<file path="config.mk">
export PLATFORM = sky130hd
export DESIGN_NAME = timer_peripheral_flat
export DESIGN_NICKNAME = d
export VERILOG_FILES = /design/src/rtl/timer_peripheral_if.sv /design/src/rtl/timer_peripheral.sv /design/src/flat_wrapper.sv
export SDC_FILE = /design/constraint.sdc
export NUM_CORES = 1
export LEC_CHECK = 0
export ABC_AREA = 1
export BUFFER_PORTS_ARGS = -buffer_cell sky130_fd_sc_hd__buf_4
export CAP_MARGIN = 20
export CELL_PAD_IN_SITES_DETAIL_PLACEMENT = 0
export CELL_PAD_IN_SITES_GLOBAL_PLACEMENT = 1
export CORE_MARGIN = 4
export CORE_UTILIZATION = 47
export CTS_BUF_LIST = sky130_fd_sc_hd__clkbuf_4
export DETAILED_ROUTE_END_ITERATION = 6
export PLACE_DENSITY_LB_ADDON = 0.1
export SLEW_MARGIN = 10
export SYNTH_ARGS = -nofsm -noshare
export SYNTH_HDL_FRONTEND = slang
export SYNTH_SLANG_ARGS = --single-unit
</file>
<file path="constraint.sdc">
create_clock -name clk_i -period 2.45 [get_ports clk_i]
set_input_delay 0.1225 -clock clk_i [delete_from_list [all_inputs] [get_ports clk_i]]
set_output_delay 0.1225 -clock clk_i [all_outputs]
set_load 0.01 [all_outputs]
</file>
<file path="src/rtl/timer_peripheral_if.sv">
// CPU-side bus bundle for timer_peripheral.
//   R_W_n    : CPU read/write strobe, 0 = write
//   timer_cs : chip select from the address decoder
//   addr_i   : live CPU address, [2:0] selects the write register
//   addr_w_i : registered CPU address, [2:0] selects the read register
//   data_i   : CPU write data
//   data_o   : read data, 8'h00 when not selected
//   irq_o    : level interrupt request, active-high
interface timer_peripheral_if;
  logic        R_W_n;
  logic        timer_cs;
  logic [15:0] addr_i;
  logic [15:0] addr_w_i;
  logic [7:0]  data_i;
  logic [7:0]  data_o;
  logic        irq_o;

  modport master (
    output R_W_n, timer_cs, addr_i, addr_w_i, data_i,
    input  data_o, irq_o
  );

  modport slave (
    input  R_W_n, timer_cs, addr_i, addr_w_i, data_i,
    output data_o, irq_o
  );
endinterface

</file>
<file path="src/rtl/timer_peripheral.sv">
// Prescaled 16-bit down-counting timer with auto-reload, one-shot mode,
// coherent snapshot register and an expiry flag with optional interrupt.
//
// Ports:
//   clk_i   : system clock
//   rst_n_i : asynchronous active-low reset
//   bus     : timer_peripheral_if.slave (register read/write, irq_o)
//
// Build option: define TIMER_IRQ_EN to make CTRL.IE writable and drive
// irq_o = EXP & IE. Without it irq_o is tied low and IE reads 0.
//
// State table:
//   IDLE | counter and prescaler frozen, COUNT holds its value
//   RUN  | prescaler running, COUNT decrements on each tick
module timer_peripheral #(
  parameter logic [7:0] RESET_PRESCALE = 8'd49
) (
  input  logic               clk_i,
  input  logic               rst_n_i,
  timer_peripheral_if.slave  bus
);

  localparam logic [2:0] OFF_CTRL     = 3'd0;
  localparam logic [2:0] OFF_STATUS   = 3'd1;
  localparam logic [2:0] OFF_RELOAD_L = 3'd2;
  localparam logic [2:0] OFF_RELOAD_H = 3'd3;
  localparam logic [2:0] OFF_SNAP_L   = 3'd4;
  localparam logic [2:0] OFF_SNAP_H   = 3'd5;
  localparam logic [2:0] OFF_PRESCALE = 3'd6;

  typedef enum logic {
    IDLE = 1'b0,
    RUN  = 1'b1
  } state_t;

  state_t      state;
  logic        ctrl_en;
  logic        ctrl_auto;
  logic        ctrl_ie;
  logic        exp_flag;
  logic [15:0] reload;
  logic [15:0] count;
  logic [15:0] snap;
  logic [7:0]  prescale;
  logic [7:0]  presc_cnt;

  logic        wr;
  logic [2:0]  wr_sel;
  logic        tick;
  logic        expire;
  logic        unused_addr;

  assign wr     = bus.timer_cs & ~bus.R_W_n;
  assign wr_sel = bus.addr_i[2:0];
  assign tick   = (state == RUN) && (presc_cnt == prescale);
  assign expire = tick && (count == 16'd0);

  // Upper address bits are already decoded into timer_cs.
  assign unused_addr = ^{bus.addr_i[15:3], bus.addr_w_i[15:3]};

  always_ff @(posedge clk_i or negedge rst_n_i) begin
    if (!rst_n_i) begin
      state     <= IDLE;
      ctrl_en   <= 1'b0;
      ctrl_auto <= 1'b0;
      ctrl_ie   <= 1'b0;
      exp_flag  <= 1'b0;
      reload    <= 16'hFFFF;
      count     <= 16'd0;
      snap      <= 16'd0;
      prescale  <= RESET_PRESCALE;
      presc_cnt <= 8'd0;
    end else begin
      // Timebase; a CPU write further down overrides any field it touches.
      if (state == RUN) begin
        if (tick) begin
          presc_cnt <= 8'd0;
          if (count == 16'd0) begin
            exp_flag <= 1'b1;
            count    <= reload;
            if (!ctrl_auto) begin
              ctrl_en <= 1'b0;
              state   <= IDLE;
            end
          end else begin
            count <= count - 16'd1;
          end
        end else begin
          presc_cnt <= presc_cnt + 8'd1;
        end
      end

      if (wr) begin
        case (wr_sel)
          OFF_CTRL: begin
            ctrl_en   <= bus.data_i[0];
            ctrl_auto <= bus.data_i[1];
`ifdef TIMER_IRQ_EN
            ctrl_ie   <= bus.data_i[2];
`endif
            if (!bus.data_i[0]) begin
              state <= IDLE;
            end else if (state == IDLE) begin
              state     <= RUN;
              count     <= reload;
              presc_cnt <= 8'd0;
            end else begin
              // Already running: keep COUNT/prescaler, and cancel a
              // coincident one-shot stop since the written EN wins.
              state <= RUN;
            end
          end
          OFF_STATUS: begin
            // A coincident expiry keeps the flag set.
            if (bus.data_i[0] && !expire) exp_flag <= 1'b0;
          end
          OFF_RELOAD_L: reload[7:0]  <= bus.data_i;
          OFF_RELOAD_H: reload[15:8] <= bus.data_i;
          OFF_SNAP_L:   snap         <= count;
          OFF_PRESCALE: prescale     <= bus.data_i;
          default: ;
        endcase
      end
    end
  end

  always_comb begin
    bus.data_o = 8'h00;
    if (bus.timer_cs) begin
      case (bus.addr_w_i[2:0])
        OFF_CTRL:     bus.data_o = {5'b0, ctrl_ie, ctrl_auto, ctrl_en};
        OFF_STATUS:   bus.data_o = {6'b0, (state == RUN), exp_flag};
        OFF_RELOAD_L: bus.data_o = reload[7:0];
        OFF_RELOAD_H: bus.data_o = reload[15:8];
        OFF_SNAP_L:   bus.data_o = snap[7:0];
        OFF_SNAP_H:   bus.data_o = snap[15:8];
        OFF_PRESCALE: bus.data_o = prescale;
        default:      bus.data_o = 8'h00;
      endcase
    end
  end

`ifdef TIMER_IRQ_EN
  assign bus.irq_o = exp_flag & ctrl_ie;
`else
  assign bus.irq_o = 1'b0;
`endif

endmodule

</file>
<file path="src/flat_wrapper.sv">
// flat-port wrapper written by rule: the top's interface ports become plain ports
module timer_peripheral_flat 
#(
  parameter logic [7:0] RESET_PRESCALE = 8'd49
)
  (clk_i, rst_n_i, bus_R_W_n, bus_timer_cs, bus_addr_i, bus_addr_w_i, bus_data_i, bus_data_o, bus_irq_o);
  timer_peripheral_if bus_i ();
  input  logic clk_i;
  input  logic rst_n_i;
  input wire logic [$bits(bus_i.R_W_n)-1:0] bus_R_W_n;
  input wire logic [$bits(bus_i.timer_cs)-1:0] bus_timer_cs;
  input wire logic [$bits(bus_i.addr_i)-1:0] bus_addr_i;
  input wire logic [$bits(bus_i.addr_w_i)-1:0] bus_addr_w_i;
  input wire logic [$bits(bus_i.data_i)-1:0] bus_data_i;
  output wire logic [$bits(bus_i.data_o)-1:0] bus_data_o;
  output wire logic [$bits(bus_i.irq_o)-1:0] bus_irq_o;
  assign bus_i.R_W_n = bus_R_W_n;
  assign bus_i.timer_cs = bus_timer_cs;
  assign bus_i.addr_i = bus_addr_i;
  assign bus_i.addr_w_i = bus_addr_w_i;
  assign bus_i.data_i = bus_data_i;
  assign bus_data_o = bus_i.data_o;
  assign bus_irq_o = bus_i.irq_o;
  timer_peripheral #(.RESET_PRESCALE(RESET_PRESCALE)) u_core (.clk_i(clk_i), .rst_n_i(rst_n_i), .bus(bus_i));
endmodule
</file>
Word level (Yosys, flattened, before mapping):

Index checks and enable logic that the tools add are counted.

* flip-flop bits (word level): 68
* output and inout bits: 9

* add/sub/neg operators: 2
* equality and inequality tests: 12
* mux-type cells: 34
* bitwise gates (word level): 2
* reduce and logical (&&, ||, !) cells: 12

Operators with widths (count)
* $mux 16: 7
* $mux 8: 7
* $pmux 8 s7: 1
* $mux 1: 19
* $logic_not 16->1: 1
* $sub 16x1->16 const B: 1
* $eq 3x3->1 const B: 5
* $eq 3x2->1 const B: 4
* $reduce_and 2->1: 5
* $add 8x1->8 const B: 1
* $eq 8x8->1: 1
* $eq 3x1->1 const B: 2
* $logic_not 3->1: 2
* $logic_and 1x1->1: 3
* $and 1x1->1: 1
* $logic_not 1->1: 1
* $not 1->1: 1

Longest topological paths before layout:

Gate-level depths: netlist (run 1).

* depth after elaboration: 8
* mapped depth: 11
* mapped depth without buffers: 11

Worst setup path before layout (run 1):

Ideal clock, no wire load.

* path type: reg-to-reg
* start: register u_core.count[0]
* end: register u_core.count[6]
* library setup time: 0.066 ns
* arrival time: 1.504 ns
* slack: 0.880 ns
* stages on the path, launching flop included: 12
* buffers on the path: 1
* clock period less this slack: 1.570 ns
* cell sequence: dfrtp_1 -> inv_1 -> ha_1 -> nand2_1 -> nor2_1 -> nand3_1 -> nor2_4 -> nand3_2 -> nand2_2 -> buf_6 -> nand2_2 -> nand3_2

* cells in the longest elaborated chain, start to end: 8
* elaborated cells between the ends (all ways): 9
* those cells by class: add/sub: 1; mux: 7; reduce/logical: 1

RTL lines
* start, declared: line timer_peripheral.sv:42 `logic [15:0] count;`
* start signal, assigned: line timer_peripheral.sv:80 `count <= reload;`
* start signal, assigned: line timer_peripheral.sv:86 `count <= count - 16'd1;`
* start signal, assigned: line timer_peripheral.sv:105 `count <= reload;`
* $sub 16x1->16 or $logic_not 16->1 (tied branches): line timer_peripheral.sv:86, timer_peripheral.sv:78
* $mux 16 *: line timer_peripheral.sv:78 `if (count == 16'd0) begin`
* $mux 16 *: line timer_peripheral.sv:76 `if (tick) begin`
* $mux 16 *: line timer_peripheral.sv:75 `if (state == RUN) begin`
* $mux 16: line timer_peripheral.sv:103 `end else if (state == IDLE) begin`
* $mux 16: line timer_peripheral.sv:101 `if (!bus.data_i[0]) begin`
* $mux 16: line timer_peripheral.sv:94 `case (wr_sel)`
* $mux 16 *: line timer_peripheral.sv:93 `if (wr) begin`

Every way passes the cells marked *; elsewhere a longest branch is shown, timed or not.
A chain may end at the register's enable or synchronous reset.

Worst setup path in the final report (run 1):

* start: register u_core.count[1]
* end: register u_core.count[8]

The elaborated chain is that of the path after synthesis.

==> results of run 1 <==
-- worst reg2reg max path: stages, from the launching register on --
cell and delay [ps]:
dfrtp_1 420, inv_1 110, ha_1 220, nand2_1 70
nor2_1 150, nand3_1 130, nor2_4 250, nand3_2 170
nand2_2 240, inv_1 150, nand3_1 100, nand2_1 50
-- final cells by class --
class	count	area, µm²	area share
Clock buffer	9	67.6	0.0149
Clock inverter	7	163	0.0359
Tap cell	105	131	0.0290
Multi-Input combinational cell	389	1890	0.418
Sequential cell	68	1730	0.381
Inverter	69	262	0.0578
Timing Repair Buffer	35	285	0.0630
-- registers in the layout (all words and copies together), names as in the netlist --
signal            count
u_core.count         16
u_core.reload        16
u_core.snap          16
u_core.presc_cnt      8
u_core.prescale       8
u_core.ctrl_auto      1
u_core.ctrl_en        1
u_core.exp_flag       1
u_core.state          1
-- per-stage QoR --
step | util | power, W | instance area [µm²]
2_1_floorplan | - | 0.00247 | 3950
3_3_place_gp | 0.512 | 0.00281 | 4210
3_5_place_dp | 0.512 | 0.00283 | 4210
4_1_cts | 0.551 | 0.00400 | 4530
5_1_grt | 0.551 | 0.00429 | 4530
6_report | 0.551 | 0.00399 | 4530
-- where the power goes --
part	total [W]	leakage (nW)	internal (W)	switching [W]
Sequential	0.00172	0.802	0.00145	0.000270
Clock	0.00116	0.118	0.000721	0.000442
Combinational	0.00111	1.23	0.000409	0.000699
-- cells by family (layout without fill, tap and decap cells) --
group                    Yosys count  after routing  synth area share
AND/OR/NAND/NOR                  293            293             0.333
AO/OA/AOI/OAI                     86             86             0.122
buffers and inverters             80            120            0.0842
flip-flops                        68             68             0.437
XOR/XNOR                           6              6            0.0133
adder cells (fa/ha/maj)            3              3           0.00950
other                              1              1          0.000949
-- timing repair --
| action | CTS | global route |
|---|---|---|
| endpoints found under the setup margin | 0 | 0 |
| endpoints found under the hold margin | 74 | 0 |
| resized for setup | 0 | 0 |
| hold buffers | 9 | 0 |
-- metal layers --
metal | up-vias | wire (µm)
li1 | 1797 | -
met1 | 1693 | 5160
met2 | 112 | 5020
met3 | 20 | 541
met4 | 0 | 212
met5 | - | 0
-- layout by cell type, fill, tap and decap left out, types with 2 or more instances in the layout --
master | netlist | routed
nand3_2 | 6 | 6
nand4_1 | 5 | 5
inv_1 | 58 | 58
nand2_2 | 9 | 9
dlygate4sd3_1 | 0 | 9
nor2_4 | 4 | 4
xor2_1 | 5 | 5
ha_1 | 3 | 3
o2bb2ai_1 | 4 | 4
a21oi_1 | 11 | 11
nor2_2 | 5 | 5
nor3_1 | 7 | 7
o21ai_0 | 53 | 53
a211oi_1 | 4 | 4
o22ai_1 | 8 | 8
nand3_1 | 38 | 38
o211ai_1 | 4 | 4
clkbuf_4 | 0 | 9
buf_4 | 2 | 26
nand2_1 | 153 | 153
bufinv_16 | 0 | 5
a41oi_1 | 2 | 2
dfrtp_1 | 49 | 49
nor2_1 | 60 | 60
inv_2 | 10 | 10
nor3_2 | 3 | 3
dfstp_2 | 19 | 19
-- worst max path at each step --
stage                     cells past startpoint         endpoint             from
after floorplan                              11  u_core.count[6]  u_core.count[0]
after global routing                         11  u_core.count[8]  u_core.count[0]
final                                        11  u_core.count[8]  u_core.count[1]
after CTS                                    11  u_core.count[8]  u_core.count[0]
after global placement                       11  u_core.count[5]  u_core.count[0]
after detailed placement                     11  u_core.count[8]  u_core.count[0]
==> run metrics, run 1 <==
outcome finished, final reports clean; Syn. warnings 1; CTS tree built; Final min period around 2100 ps; max_slew headroom 0.415; number of synthesized register bits 68; post-DR vias/cell 5.31; vias 3622; die area between 9000 and 10000 µm²; Setup TNS Final 0 ps; worst hold-check path type in -> reg; I/O Pins 53; Fin. Hold Viols 0; MaxCap Viol Count 0; Post-synth top cells nand2_1, nor2_1, inv_1, o21ai_0, dfrtp_1; H-tree Lvls 3; VDD IR max around 0.00045 V; sum of routed wire length over all layers around 11000 µm; Seq/Total Area, Yosys 0.437; routed len/inst 16.0 µm; Worst-Skew Late Latency slightly above 400 ps; hold path startpoint bus_addr_i[0]; post-detail-place hpwl between 8000 and 9000 µm; Num CTS Buffers 9; library cells used by synthesis 32; placed cell count around 660; die extent in y 99.7 µm; fillcell total 802; Initial Util 0.481; Core ar. 8220 µm²; prevailing post-synth register cell dfrtp_1; Crit Path Category reg -> reg; Arr. time, crit path 2450 ps; post-CTS setup buffer count 0; reg2reg start u_core.count[1]; CP max stage delay about 420 ps; post-route insts no fill 682; leakage 2.15 nW; most common cell in the netlist nand2_1; Total GRT Usage 0.237; WHS Endpoint u_core.prescale[0]; pwr/cell area 882 nW/µm²; Area contributors post-synth dfrtp_1, nand2_1, dfstp_2; buffers and inverters on the worst path 2; Synthesized Nets 584; worst clock skew 17.6 ps; Top Usage Layer GRT met2; unrepaired setup endpoints after global routing no; Layout area overhead 14.6%; register clock-pin slew on the reported worst setup and hold paths 130 ps; area fraction of the dominant cell type after synthesis 0.310; Die W between 90 and 100 µm; pin count of the biggest net entering global routing slightly below 70; Post-synth EDFFs 0; 1st-pass router iterations 5; Routed Antenna Nets 0; crit end category flip-flop; syn avg cell area 7.36 µm²; Post-Synthesis Cells 537; worst path required time 2760 ps; Row Count 33; initial antenna violation count 0; total grt overflow 0; Final Max Slew Viols 0; first-pass GRT wire length around 18000 µm; final clock period utilization by the worst path 0.875; RR Endpoint u_core.count[8]; met3 Usage GRT 0.0309; worst slack at placement 336 ps; R2R depth 11; Critical-path top delay cell dfrtp_1; Least-Margin Pin Slew 878 ps; share of layout cells above drive strength 1 0.173; clock tree buffer depth 2; Setup WS post-layout around 310 ps; DR iter-0 viols 237; clk root buf clkbuf_4; drc violations 0; CP top delay family simple AND/OR/NAND/NOR gates; # nets final around 620; hold slack final roughly 48 ps; Worst R2R Setup Slack 310 ps; Crit Path Max Fanout 12; fmax approximately 470 MHz; met1 Track Usage GR 0.335; Clock Sinks 68; Placer Congestion 0.886; I/O Buffers 25; Worst Hold Path Cells 4; Ant. Diodes 0; Final setup viols 0; Synth area leader dfrtp_1; Mapped Area 3950 µm²; CP cell instances inv_1 > ha_1 > nand2_1 > nor2_1 > nand3_1 > nor2_4 > nand3_2 > nand2_2 > inv_1 > nand3_1 > nand2_1; GR Util met2 0.377; ys async rst share 1.00; vias in the first global route 3522; Startpoint Class flip-flop
(Power assumes the default switching activity.)
==> run 2: changes to the inputs <==
- CORE_MARGIN: 4 -> 3
- PLACE_DENSITY_LB_ADDON: 0.1 -> 0.08
==> run 2 against run 1 <==
Utilization is 1.9 points higher. Combinational power hardly changed. Clock skew is 3.2 ps higher. Clock-buffer cell count is 1 higher.
==> run metrics, run 2 (same netlist as run 1, synthesis figures left out) <==
Worst-Skew Late Latency 420 ps; Setup WS post-layout 307 ps; total grt overflow 0; vias in the first global route 3508; outcome finished, final reports clean; crit end category flip-flop; post-detail-place hpwl 8490 µm; clk root buf clkbuf_4; Final Max Slew Viols 0; post-CTS setup buffer count 0; CP max stage delay between 400 and 500 ps; commonest non-fill, non-tap cell in the layout nand2_1; hold slack final around 95 ps; post-route insts no fill 681; Row Count 32; sum of routed wire length over all layers 11300 µm; vias 3631; max_slew headroom 0.418; routed len/inst 16.6 µm; MaxCap Viol Count 0; Total GRT Usage 0.244; Num CTS Buffers 9; die area ~9500 µm²; fin util 0.570; Setup TNS Final 0 ps; worst path required time 2760 ps; biggest regs u_core.count (16), u_core.reload (16), u_core.snap (16); CTS tree built; Ant. Diodes 0; Crit Path Category reg -> reg; VDD IR max between 0.0004 and 0.0005 V; first-pass GRT wire length 18200 µm; Die W between 90 and 100 µm; die extent in y slightly below 100 µm; 1st-pass router iterations 5; I/O Pins 53; register area 1730 µm²; CP top delay family simple AND/OR/NAND/NOR gates; placed cell count between 600 and 700; Arr. time, crit path 2450 ps; Fin. Hold Viols 0; H-tree Lvls 3; pwr/cell area 867 nW/µm²; Core ar. roughly 7900 µm²; register clock-pin slew on the reported worst setup and hold paths 120 ps; worst hold-check path type in -> reg; I/O Buffers 25; multi-input logic area 1890 µm²; pin count of the biggest net entering global routing 69; clock tree buffer depth 2; initial antenna violation count 0; Routed Antenna Nets 0; unrepaired setup endpoints after global routing no; fmax about 470 MHz; buffers and inverters on the worst path 2; CP cell instances inv_1 > ha_1 > nand2_1 > nor2_1 > nand3_1 > nor2_4 > nand3_2 > nand2_2 > inv_1 > nand3_1 > nand2_1; most frequent cells in the layout nand2_1, nor2_1, inv_1; Final min period roughly 2100 ps; # nets final 621; DR iter-0 viols approximately 240; drc violations 0; Critical-path top delay cell dfrtp_1; Final setup viols 0; Crit Path Max Fanout 12; Initial Util 0.499; final clock period utilization by the worst path 0.875; Least-Margin Pin Slew 873 ps; leakage ~2.2 nW; Startpoint Class flip-flop; Clock Sinks 68; post-DR vias/cell 5.33; Layout area overhead 14.4%; fillcell total 787; worst clock skew 20.7 ps; share of layout cells above drive strength 1 0.178; worst slack at placement 314 ps; Placer Congestion about 0.9
[run 2: final timing paths]
| check | startpoint | to | slack, ps | cells after the start |
|---|---|---|---|---|
| worst min register to register | u_core.snap[1] | u_core.snap[1] | 500 | 2 |
| max in group asynchronous | rst_n_i | u_core.count[0] | 1520 | 2 |
| worst min-delay path | bus_addr_i[2] | u_core.exp_flag | 90 | 5 |
| min in group asynchronous | rst_n_i | u_core.presc_cnt[2] | 340 | 2 |
| worst max-delay path | u_core.count[0] | u_core.count[5] | 310 | 11 |
| worst max register to register | u_core.count[0] | u_core.count[5] | 310 | 11 |
[run 2: worst reg2reg max path, stage by stage, from the launching register on]
cell and delay, ps:
dfrtp_1 420, inv_1 110, ha_1 200, nand2_1 80, nor2_1 150, nand3_1 140, nor2_4 210, nand3_2 160
nand2_2 280, inv_1 160, nand3_1 90, nand2_1 60
[run 2: metal layers]
layer,vias up,GRT usage,wire [µm]
met3,23,0.0538,665
met1,1689,0.346,5290
met2,115,0.366,5030
met5,-,0,0
met4,0,0.0948,336
li1,1804,-,-
[run 2: repair_timing]
item / in CTS / in global routing
hold buffers: 9 / 0
gates resized for setup: 0 / 0
endpoints found under the hold margin: 70 / 0
[run 2: area by class of cell]
type	count	share of cell area
Tap cell	102	0.0282
Clock buffer	10	0.0166
Sequential cell	68	0.382
Multi-Input combinational cell	389	0.419
Clock inverter	6	0.0304
Timing Repair Buffer	37	0.0664
Inverter	69	0.0578
[run 2: through the flow]
step / total power (W) / area, µm²
CTS: 0.00393 / 4520
finish: 0.00392 / 4520
global placement: 0.00280 / 4220
floorplan: 0.00247 / 3950
detailed placement: 0.00284 / 4220
global route: 0.00420 / 4520
[run 2: where the power goes]
part	internal [W]	total (W)	switching [W]
clock network	0.000635	0.00107	0.000437
logic	0.000413	0.00113	0.000716
registers	0.00145	0.00172	0.000271
total	0.00250	0.00392	0.00142
==> run 3: changes to the inputs <==
- MAX_ROUTING_LAYER: unset -> met4
==> run 3 against run 2 <==
Setup slack better by 100 ps. Sequential power is essentially flat. Via count shrank 0.69%. Global-route usage is 0.59 points higher. Sequential cell count unchanged. Cell count rose by 0.15%. First-iteration DRC count fell by 8.3%. Sequential share of layout area increased by 0.33 points. Critical path depth is the same. Hold slack worse by 19 ps.
==> run metrics, run 3 (same netlist as run 1, synthesis figures left out) <==
outcome finished, final reports clean; clock power share 0.239; Final Max Slew Viols 0; Crit Path Max Fanout 12; Critical-path top delay cell dfrtp_1; share of layout cells above drive strength 1 0.179; hold bufs inserted after CTS 9; CP top delay family simple AND/OR/NAND/NOR gates; 1st-pass router iterations 6; Final min period between 2000 and 2500 ps; DR iter-0 viols 222; # nets final 622; final clock period utilization by the worst path 0.833; total grt overflow 0; Die W 97.7 µm; I/O Buffers 25; Crit Path Category reg -> reg; post_cts resized 0; Final setup viols 0; most frequent cells in the layout nand2_1, nor2_1, inv_1; Core ar. ~7900 µm²; worst path required time 2760 ps; pin count of the biggest net entering global routing 69; vias 3606; leakage around 2.1 nW; Startpoint Class flip-flop; Num CTS Buffers 9; unrepaired setup endpoints after global routing no; clk root buf clkbuf_4; pwr/cell area 827 nW/µm²; internal power 0.00228 W; Switch Pwr approximately 0.0014 W; Placer Congestion 0.959; vias in the first global route 3461; CP max stage delay ~430 ps; buffers and inverters on the worst path 2; worst clock skew 26.1 ps; die extent in y about 98 µm; first-pass GRT wire length 18100 µm; routed len/inst around 16 µm; fillcell total around 800; fmax 490 MHz; Crit path depth 11; commonest non-fill, non-tap cell in the layout nand2_1; H-tree Lvls 3; Setup TNS Final 0 ps; crit end category flip-flop; Comb pwr share 0.298; worst hold-check path type in -> reg; MaxCap Viol Count 0; post-detail-place hpwl ~8400 µm; Row Count 32; post-CTS setup buffer count 0; initial antenna violation count 0; Layout area overhead 13.4%; clock tree buffer depth 2; Least-Margin Pin Slew around 880 ps; die area 9550 µm²; hold slack final 75.8 ps; Routed Antenna Nets 0; Worst-Skew Late Latency ~430 ps; CTS tree built; register clock-pin slew on the reported worst setup and hold paths 130 ps; post-DR vias/cell 5.29; biggest regs u_core.count (16), u_core.reload (16), u_core.snap (16); switch share 0.384; I/O Pins 53; VDD IR max between 0.0004 and 0.0005 V; Clock Sinks 68; R2R depth 11; Initial Util 0.499; Total GRT Usage 0.250; Fin. Hold Viols 0; max_slew headroom 0.412; Worst Hold Path Cells 5; drc violations 0; Seq pwr share 0.463; Ant. Diodes 0; CP cell instances inv_1 > ha_1 > nand2_1 > nor2_1 > nand3_1 > nor2_4 > nand3_2 > nand2_2 > inv_1 > nand3_1 > nand2_1; sum of routed wire length over all layers between 10000 and 15000 µm; Arr. time, crit path 2350 ps
run 3: worst reg2reg max path, stage by stage, from the launching register on:
cell and delay (ps):
dfrtp_1 430, inv_1 120, ha_1 220, nand2_1 70, nor2_1 140, nand3_1 130
nor2_4 130, nand3_2 140, nand2_2 260, inv_1 150, nand3_1 90, nand2_1 50
run 3: path summary, 6_finish.rpt:
kind                                 startpoint             endpoint  slack, ps
worst max-delay path            u_core.count[0]      u_core.count[8]        410
worst min-delay path              bus_addr_i[2]      u_core.exp_flag         80
worst max register to register  u_core.count[0]      u_core.count[8]        410
worst min register to register   u_core.snap[7]       u_core.snap[7]        500
max in group asynchronous               rst_n_i     u_core.count[11]       1530
min in group asynchronous               rst_n_i  u_core.presc_cnt[1]        340
run 3: cell type report:
class                   instances  area [µm²]  area share
inverters                      69         262      0.0583
well taps                     102         128      0.0285
flip-flops and latches         68        1730       0.385
clock buffers                   9        67.6      0.0151
multi-input cells             389        1890       0.423
clock inverters                 7        98.8      0.0220
repair buffers                 38         308      0.0687
run 3: layer usage:
layer  GRT usage  share of wire  wire length (µm)
met1       0.353           0.47              5130
met3      0.0459          0.060               653
met2       0.372           0.46              5020
met4      0.0682          0.014               151
met5           -              0                 0
run 3: power by group through the flow:
| stage | Clock, W | Combinational [W] | Sequential [W] |
|---|---|---|---|
| after detailed placement | 0 | 0.00110 | 0.00173 |
| after floorplan | 0 | 0.000828 | 0.00165 |
| after global routing | 0.000961 | 0.00129 | 0.00176 |
| after CTS | 0.000901 | 0.00111 | 0.00171 |
| final | 0.000886 | 0.00111 | 0.00172 |
| after global placement | 0 | 0.00108 | 0.00172 |
run 3: through the flow:
stage | cells | utilization | power, W | worst slack, ps | area [µm²]
floorplan | 537 | - | 0.00247 | 880 | 3950
global placement | 657 | 0.533 | 0.00280 | 482 | 4230
detailed placement | 657 | 0.533 | 0.00283 | 471 | 4230
CTS | 682 | 0.565 | 0.00373 | 432 | 4480
global route | 682 | 0.565 | 0.00401 | 191 | 4480
finish | 682 | 0.565 | 0.00371 | 409 | 4480
